<file path="src/rtl/ws2812_fader.sv">
// ws2812_fader: linear cross-fade sequencer feeding the ws2812 core.
// Steps from colour_a to colour_b in 2^STEPS_LOG2 equal steps. Each step is
// one registered rgb_colour/led_mask update with a one-cycle write strobe.
// An internal tick divider paces the writes.
// Optional feature: define WS2812_FADER_CHASE_EN to rotate the LED mask left
// by one position on every step.
module ws2812_fader #(
  parameter int unsigned NUM_LEDS   = 4,
  parameter int unsigned STEPS_LOG2 = 6,
  parameter int unsigned TICK_DIV   = 120000
) (
  input  logic                clk,
  input  logic                reset,
  input  logic                enable,
  input  logic                start,
  input  logic [23:0]         colour_a,
  input  logic [23:0]         colour_b,
  input  logic [NUM_LEDS-1:0] mask_in,
  output logic [23:0]         rgb_colour,
  output logic [NUM_LEDS-1:0] led_mask,
  output logic                write,
  output logic                busy,
  output logic                done
);

  localparam int unsigned StepW = STEPS_LOG2 + 1;
  localparam int unsigned ProdW = 10 + STEPS_LOG2;
  localparam int unsigned CntW  = $clog2(TICK_DIV);

  localparam logic [StepW-1:0] StepMax = {1'b1, {STEPS_LOG2{1'b0}}};
  localparam logic [CntW-1:0]  CntLast = CntW'(TICK_DIV - 1);

  typedef enum logic [2:0] {StIdle, StCalc, StEmit, StWait, StFinish} state_e;

  state_e              state_q;
  logic [StepW-1:0]    step_q;
  logic [CntW-1:0]     cnt_q;
  logic [23:0]         col_a_q;
  logic [23:0]         col_b_q;
  logic [NUM_LEDS-1:0] mask_q;
  logic [23:0]         rgb_q;
  logic [NUM_LEDS-1:0] led_mask_q;
  logic                write_q;
  logic                busy_q;
  logic                done_q;
  logic [23:0]         calc_rgb;

  // One channel: a + floor((b - a) * s / 2^STEPS_LOG2), always within 0..255.
  function automatic logic [7:0] lerp(input logic [7:0] a, input logic [7:0] b,
                                      input logic [StepW-1:0] s);
    logic signed [8:0]       diff;
    logic signed [ProdW-1:0] diff_w;
    logic signed [ProdW-1:0] s_w;
    logic signed [ProdW-1:0] prod;
    logic signed [ProdW-1:0] sum;
    diff   = $signed({1'b0, b}) - $signed({1'b0, a});
    diff_w = ProdW'(diff);
    s_w    = $signed(ProdW'({1'b0, s}));
    prod   = diff_w * s_w;
    // Arithmetic shift floors toward -inf, so descending fades round down too.
    sum    = $signed(ProdW'(a)) + (prod >>> STEPS_LOG2);
    return sum[7:0];
  endfunction

`ifdef WS2812_FADER_CHASE_EN
  function automatic logic [NUM_LEDS-1:0] rotl1(input logic [NUM_LEDS-1:0] m);
    return (m << 1) | (m >> (NUM_LEDS - 1));
  endfunction
`endif

  // Colour for the current step; the final step is forced to colour_b exactly.
  always_comb begin
    calc_rgb = {lerp(col_a_q[23:16], col_b_q[23:16], step_q),
                lerp(col_a_q[15:8],  col_b_q[15:8],  step_q),
                lerp(col_a_q[7:0],   col_b_q[7:0],   step_q)};
    if (step_q == StepMax) begin
      calc_rgb = col_b_q;
    end
  end

  // Fade sequencer with registered outputs; write/done are single-cycle pulses.
  always_ff @(posedge clk or negedge reset) begin
    if (!reset) begin
      state_q    <= StIdle;
      step_q     <= '0;
      cnt_q      <= '0;
      col_a_q    <= '0;
      col_b_q    <= '0;
      mask_q     <= '0;
      rgb_q      <= '0;
      led_mask_q <= '0;
      write_q    <= 1'b0;
      busy_q     <= 1'b0;
      done_q     <= 1'b0;
    end else begin
      write_q <= 1'b0;
      done_q  <= 1'b0;
      unique case (state_q)
        StIdle: begin
          if (start) begin
            col_a_q <= colour_a;
            col_b_q <= colour_b;
            mask_q  <= mask_in;
            step_q  <= '0;
            busy_q  <= 1'b1;
            state_q <= StCalc;
          end
        end
        StCalc: begin
          rgb_q      <= calc_rgb;
          led_mask_q <= mask_q;
          state_q    <= StEmit;
        end
        StEmit: begin
          write_q <= 1'b1;
          cnt_q   <= '0;
          state_q <= StWait;
        end
        StWait: begin
          // Pausing only freezes this counter; no other state waits on enable.
          if (enable) begin
            if (cnt_q == CntLast) begin
              cnt_q <= '0;
              if (step_q == StepMax) begin
                state_q <= StFinish;
              end else begin
                step_q  <= step_q + StepW'(1);
`ifdef WS2812_FADER_CHASE_EN
                mask_q  <= rotl1(mask_q);
`endif
                state_q <= StCalc;
              end
            end else begin
              cnt_q <= cnt_q + CntW'(1);
            end
          end
        end
        StFinish: begin
          done_q  <= 1'b1;
          busy_q  <= 1'b0;
          state_q <= StIdle;
        end
        default: state_q <= StIdle;
      endcase
    end
  end

  assign rgb_colour = rgb_q;
  assign led_mask   = led_mask_q;
  assign write      = write_q;
  assign busy       = busy_q;
  assign done       = done_q;

endmodule
</file>
<file path="config.mk">
export PLATFORM = sky130hd
export DESIGN_NAME = ws2812_fader
export DESIGN_NICKNAME = d
export VERILOG_FILES = /design/src/rtl/ws2812_fader.sv
export SDC_FILE = /design/constraint.sdc
export NUM_CORES = 1
export LEC_CHECK = 0
export CORE_UTILIZATION = 25
export CTS_CLUSTER_SIZE = 24
export DETAILED_ROUTE_END_ITERATION = 10
export HOLD_SLACK_MARGIN = 0.06
export PLACE_DENSITY = 0.47
export SYNTH_ARGS = -nofsm -noshare
export SYNTH_HDL_FRONTEND = slang
export SYNTH_SLANG_ARGS = --single-unit
export TNS_END_PERCENT = 5
</file>
<file path="constraint.sdc">
create_clock -name clk -period 13.4 [get_ports clk]
set_input_delay 1.34 -clock clk [delete_from_list [all_inputs] [get_ports clk]]
set_output_delay 1.34 -clock clk [all_outputs]
set_load 0.02 [all_outputs]
</file>
==> results of run 1 <==
-- logic make-up after synthesis --
kind of cell    after synthesis  share of synthesized area
fa+ha+maj                   252                     0.3302
flops                       110                     0.2206
compound gates              199                     0.1028
xor+xnor                     83                    0.06105
mux                          27                    0.02436
buf+inv                     263                    0.08030
simple gates                446                     0.1808
-- layer usage --
metal | wire length, um | track usage
met1 | 15220 | 0.1802
met2 | 15280 | 0.2236
met4 | 294 | 0.03116
met5 | 0 | 0
met3 | 708 | 0.01578
-- flip-flops by register name, indices dropped and copies added, names as in the netlist --
signal,flops
busy,1
write,1
col_b_q,24
step_q,7
state_q,3
cnt_q,17
rgb_colour,24
done,1
led_mask,4
col_a_q,24
mask_q,4
-- layout by cell type (no fill, tap or decap), types with 2 or more instances in the layout --
cell	instances
sky130_fd_sc_hd__ha_1	123
sky130_fd_sc_hd__nand2b_1	16
sky130_fd_sc_hd__fa_1	129
sky130_fd_sc_hd__clkdlybuf4s50_1	85
sky130_fd_sc_hd__and4bb_1	3
sky130_fd_sc_hd__and2b_1	8
sky130_fd_sc_hd__xnor2_1	57
sky130_fd_sc_hd__inv_1	217
sky130_fd_sc_hd__a311oi_2	2
sky130_fd_sc_hd__nor3_2	2
sky130_fd_sc_hd__mux2_2	27
sky130_fd_sc_hd__clkbuf_16	9
sky130_fd_sc_hd__nor2b_1	21
sky130_fd_sc_hd__nor3_1	13
sky130_fd_sc_hd__and2_1	102
sky130_fd_sc_hd__or2_2	2
sky130_fd_sc_hd__o21a_1	18
sky130_fd_sc_hd__o21ai_1	9
sky130_fd_sc_hd__or3_1	7
sky130_fd_sc_hd__and4_1	3
sky130_fd_sc_hd__o31ai_1	3
sky130_fd_sc_hd__nand2_1	130
sky130_fd_sc_hd__and3_1	11
sky130_fd_sc_hd__nand4_1	5
sky130_fd_sc_hd__a31o_2	2
sky130_fd_sc_hd__o32ai_2	2
sky130_fd_sc_hd__a21oi_1	48
sky130_fd_sc_hd__a21oi_2	2
sky130_fd_sc_hd__o31a_1	2
sky130_fd_sc_hd__a31oi_1	9
sky130_fd_sc_hd__nor2_1	102
sky130_fd_sc_hd__buf_4	15
sky130_fd_sc_hd__dfrtp_1	110
sky130_fd_sc_hd__nand3_1	9
sky130_fd_sc_hd__xor2_1	23
sky130_fd_sc_hd__a21o_1	20
sky130_fd_sc_hd__inv_2	2
sky130_fd_sc_hd__o21ai_0	62
sky130_fd_sc_hd__xnor3_1	2
-- cells in the mapped netlist (all sizes together) (3+ instances only) --
library cell,instances
nand2b,16
and4,3
nor2b,21
and4bb,3
clkbuf,30
dfrtp,110
nor2,103
o21a,18
a21oi,50
a31oi,10
a31o,3
xnor2,57
buf,13
or3,7
mux2,27
xor2,24
ha,123
o21ai,71
nor3,15
inv,219
and2,102
o31ai,3
nand2,130
fa,129
nand4,5
a21o,20
nand3,9
and3,11
and2b,8
-- metrics by stage --
| stage | std cells | area (sq um) | setup slack (ns) | hold WS (ns) | util |
|---|---|---|---|---|---|
| final | 2117 | 14440 | 6.082 | 0.4695 | 0.2943 |
| after global routing | 2117 | 14440 | 5.647 | 0.5063 | 0.2943 |
| after CTS | 2117 | 14440 | 6.041 | 0.4777 | 0.2943 |
| after detailed placement | 2101 | 14120 | 6.085 | 0.4524 | 0.2878 |
| after global placement | 2101 | 14120 | 6.100 | 0.4432 | 0.2878 |
| after floorplan | 1380 | 12480 | 6.867 | 0.4348 | - |
-- worst max-delay path: cells and delay by family, from the launching register on --
family	cells	cell delay, ns
adder cells (fa/ha/maj)	7	2.98
AO/OA/AOI/OAI	8	1.49
XOR/XNOR	3	0.88
buffers and inverters	5	0.30
AND/OR/NAND/NOR	6	1.12
flip-flops	1	0.40
-- final timing paths --
path | start | endpoint
worst min register to register | mask_q[2] | led_mask[2]
worst max-delay path | col_a_q[17] | rgb_colour[23]
worst min-delay path | mask_q[2] | led_mask[2]
min in group asynchronous | reset | rgb_colour[21]
worst max register to register | col_a_q[17] | rgb_colour[23]
max in group asynchronous | reset | rgb_colour[9]
-- layout make-up --
type	instances	share of cell area
tap	664	0.05755
inverter	220	0.05721
timing repair buffer	100	0.06674
sequential	110	0.1907
multi-input combinational	1007	0.6057
clock buffer	10	0.01656
clock inverter	6	0.005547
==> run_results.csv, run 1 <==
group,metric,value,unit
clocking,cts.htree.levels,3,
cells_and_area,fillerInstances,5275,
sta,final_hold_viol_count,0,
routing,avgViaCountPerCell,4.361,
clocking,tritoncts,"done",
floorplan,placementRows,81,
min_path,worst_hold_depth,2,
worst_setup_path,worstPathRequired,13.65,ns
synthesis,netlist_instances,1380,
synthesis,synthDistinctLibCells,72,
floorplan,num_io_pins,87,
clocking,clock_path_buffers,2,
sta,unrepaired_setup_endpoints_after_global_routing,"false",
worst_setup_path,crit_path_end_kind,"flop",
clocking,hold_buffer_count_at_cts,0,
synthesis,yosysTopAreaCell,"sky130_fd_sc_hd__dfrtp_1",
global_route,wire_length_of_the_first_global_routing_pass,52650,um
cells_and_area,area_growth,15.66,%
floorplan,dieHeight,225.4,um
synthesis,yosys_register_bits,110,
routing,drt-pass1-iter-count,7,
sta,timing.max_slew.rel_slack,0.4340,
sta,maxSlewViolCount,0,
floorplan,dieArea,50820,sq um
synthesis,synth_ff_type,"sky130_fd_sc_hd__dfrtp_1",
worst_setup_path,crit_path_max_incr_delay,0.53,ns
synthesis,synth_area_per_cell,9.044,sq um
cells_and_area,antenna-diode-count,0,
worst_setup_path,ff2ff_setup_slack,6.08,ns
status,outcome,"completed",
floorplan,core_area,49050,sq um
place,portBuffers,86,
synthesis,synth.yosys.warnings,0,
synthesis,synth_sequential_area_ratio,0.2206,
routing,dr_total_vias,9232,
cells_and_area,num-nets-final,1756,
worst_setup_path,path_max_fanout,7,
synthesis,async_flop_share,1.000,
routing,ant_nets,0,
worst_setup_path,critical_path_arrival,7.57,ns
cells_and_area,regArea,2753,sq um
routing,drc,0,
clocking,clk_transition_reported_paths,0.08,ns
cells_and_area,area_used_by_multi_input_combinational_logic,8743,sq um
floorplan,die_x,225.4,um
place,place_hpwl,24420,um
synthesis,synth_enable_flop_cells,0,
worst_setup_path,path_common_cell,"sky130_fd_sc_hd__inv_1",
clocking,cts_buffers,9,
global_route,first_global_vias,9785,
min_path,hold_class,"flop to flop",
global_route,grt_use_total,0.1327,
sta,timing.final.setup_violations,0,
sta,worst_pin_slew,0.8429,ns
clocking,clkSinkCount,110,
synthesis,synth_top_area_frac,0.2206,
worst_setup_path,nature_of_the_critical_path_startpoint,"flop",
clocking,insertion_delay,0.38,ns
sta,final.period_utilization,0.5461,
place,gp_congestion,0.7657,
sta,fmax,0.1366,GHz
synthesis,synth.area.top_cells,"sky130_fd_sc_hd__dfrtp_1 22%, sky130_fd_sc_hd__fa_1 21%, sky130_fd_sc_hd__ha_1 12%",
clocking,cts-root-buf,"sky130_fd_sc_hd__clkbuf_16",
sta,fin_tns_setup,0,ns
run,cap_violations,0,
global_route,antenna_found_initial,0,
global_route,grt_overflow,0,
worst_setup_path,worstRegToRegCells,29,
floorplan,effective_utilization_at_floorplan,0.2544,
clocking,post-cts-setup-buffer-count,0,
global_route,maximum_number_of_pins_on_one_net_before_global_route_repair,64,
routing,drt_wl_total,31510,um
routing,first_iter_violations,409,
cells_and_area,final_layout_size_suffix_gt1_frac,0.05712,
synthesis,synth_cell_area,12480,sq um
worst_setup_path,crit_type,"flop to flop",
clocking,post_cts_resized,0,
routing,detail_route.wl_per_cell,14.88,um
sta,min_period,7.318,ns
sta,final.setup_skew,0.01018,ns
synthesis,syn-num-nets,1688,
worst_setup_path,critical_path.slowest_cell,"sky130_fd_sc_hd__fa_1",
Power of run 1 is left out: the tool's default activity adds up to more than one toggle a clock period on the data nets, which glitch-free logic cannot reach.
==> run 2, diff against run 1 <==
==> constraint.sdc (replaced) <==
create_clock -name clk -period 6.8 [get_ports clk]
set_input_delay 0.68 -clock clk [delete_from_list [all_inputs] [get_ports clk]]
set_output_delay 0.68 -clock clk [all_outputs]
set_load 0.02 [all_outputs]
==> run 2 against run 1 <==
Effect of this change:
- worst setup slack got worse by 5.8 ns
- final area rose by 4.8%
- clock-buffer cell count rose by 1
==> run_results.csv, run 2 (synthesized netlist as in run 1, its figures left out) <==
group,metric,value,unit
status,outcome,"completed",
global_route,maximum_number_of_pins_on_one_net_before_global_route_repair,67,
routing,ant_nets,0,
cells_and_area,layout.cells.most_common_list,"216 x sky130_fd_sc_hd__inv_1, 130 x sky130_fd_sc_hd__nand2_1, 127 x sky130_fd_sc_hd__fa_1, 121 x sky130_fd_sc_hd__ha_1, 109 x sky130_fd_sc_hd__dfrtp_1",
sta,timing.final.setup_violations,0,
worst_setup_path,worstRegToRegCells,30,
sta,timing.max_slew.rel_slack,0.4007,
cells_and_area,layout_commonest_cell,"sky130_fd_sc_hd__inv_1",
worst_setup_path,worstPathRequired,7.04,ns
place,placed_instance_count,2171,
sta,unrepaired_setup_endpoints_after_global_routing,"true",
routing,avgViaCountPerCell,4.280,
place,place_hpwl,25470,um
place,minimum_setup_slack_after_placement,0.03174,ns
cells_and_area,final_layout_size_suffix_gt1_frac,0.1220,
clocking,clk_transition_reported_paths,0.08,ns
worst_setup_path,crit_path_max_incr_delay,0.53,ns
sta,fin_tns_setup,0,ns
clocking,clkSinkCount,110,
sta,min_period,6.541,ns
routing,first_iter_violations,325,
global_route,grt_use_total,0.1349,
routing,drt_wl_total,32130,um
run,cap_violations,0,
sta,fmax,0.1529,GHz
place,gp_congestion,0.7898,
cells_and_area,antenna-diode-count,0,
global_route,antenna_found_initial,0,
global_route,first_global_vias,10000,
cells_and_area,instances_no_fill,2189,
worst_setup_path,path_max_fanout,3,
sta,finalWorstSetupSlack,0.2588,ns
clocking,cts.htree.levels,3,
routing,drc,0,
place,portBuffers,86,
worst_setup_path,worstSetupEndpoint,"rgb_colour[6]",
cells_and_area,num-nets-final,1828,
worst_setup_path,critical_path.reg2reg.startpoint,"col_b_q[0]",
floorplan,core_area,49050,sq um
routing,dr_total_vias,9368,
min_path,hold_class,"input port to asynchronous set/reset pin",
worst_setup_path,critPathTopFamily,"adder cells",
floorplan,placementRows,81,
global_route,wire_length_of_the_first_global_routing_pass,53950,um
routing,detail_route.wl_per_cell,14.68,um
worst_setup_path,ff2ff_setup_slack,0.26,ns
worst_setup_path,timing.critical_path.depth,30,
worst_setup_path,nature_of_the_critical_path_startpoint,"flop",
clocking,cts_buffers,9,
sta,final.period_utilization,0.9619,
sta,final_hold_viol_count,0,
floorplan,num_io_pins,87,
clocking,cts-root-buf,"sky130_fd_sc_hd__clkbuf_16",
cells_and_area,area_growth,21.24,%
sta,worst_pin_slew,0.8989,ns
clocking,hold_buffer_count_at_cts,0,
global_route,grt_overflow,0,
floorplan,dieHeight,225.4,um
clocking,tritoncts,"done",
worst_setup_path,critical_path.slowest_cell,"sky130_fd_sc_hd__fa_1",
worst_setup_path,cp.buffers_inverters,6,
worst_setup_path,critical_path_arrival,6.78,ns
floorplan,die_x,225.4,um
floorplan,dieArea,50820,sq um
floorplan,effective_utilization_at_floorplan,0.2544,
routing,drt-pass1-iter-count,4,
sta,final.setup_skew,0.006186,ns
clocking,insertion_delay,0.37,ns
clocking,clock_path_buffers,2,
worst_setup_path,crit_start,"col_b_q[0]",
worst_setup_path,crit_path_end_kind,"flop",
worst_setup_path,crit_type,"flop to flop",
sta,maxSlewViolCount,0,
worst_setup_path,rr_endpoint,"rgb_colour[6]",
## run 2: cell count changes in the layout (fill, tap and decap cells not counted), sizes merged
| cell | change |
|---|---|
| buf | +72 |
| bufinv | +1 |
| clkinvlp | +1 |
| clkinv | -3 |
| clkbuf | +1 |
## run 2: worst min path at each step
stage,from,end,slack [ns],depth (start not counted)
after floorplan,reset,busy,0.38,0
after global placement,mask_q[1],led_mask[1],0.44,2
after detailed placement,mask_q[1],led_mask[1],0.45,2
after CTS,reset,col_b_q[22],0.33,1
after global routing,reset,col_b_q[21],0.37,1
final,reset,rgb_colour[21],0.31,1
## run 2: area by class of cell
cell class              count  area (sq um)
clock buffers              11         252.7
multi-input cells        1007          8877
repair buffers            172          1504
clock inverters             5         87.58
fillers                  5215         33920
inverters                 220         825.8
flip-flops and latches    110          2754
well taps                 664         830.8
## run 2: metal layers
metal	up-vias	share of wire	global-route usage
met3	19	0.024	0.01695
met2	94	0.47	0.2202
met4	0	0.011	0.02699
li1	4680	-	-
met5	-	0	0
met1	4575	0.49	0.1902
## run 2: per-stage QoR
stage	hold WS [ns]	util	area (sq um)
floorplan	0.3844	-	12480
global placement	0.4427	0.2985	14640
detailed placement	0.4547	0.2985	14640
CTS	0.3350	0.3054	14980
global route	0.3678	0.3085	15130
finish	0.3135	0.3085	15130
## run 2: repair_timing
action | in CTS | in global routing
setup buffers | 0 | 2
setup endpoints to repair | 0 | 9
resized for setup | 0 | 37
Power of run 2 is left out for the same reason.
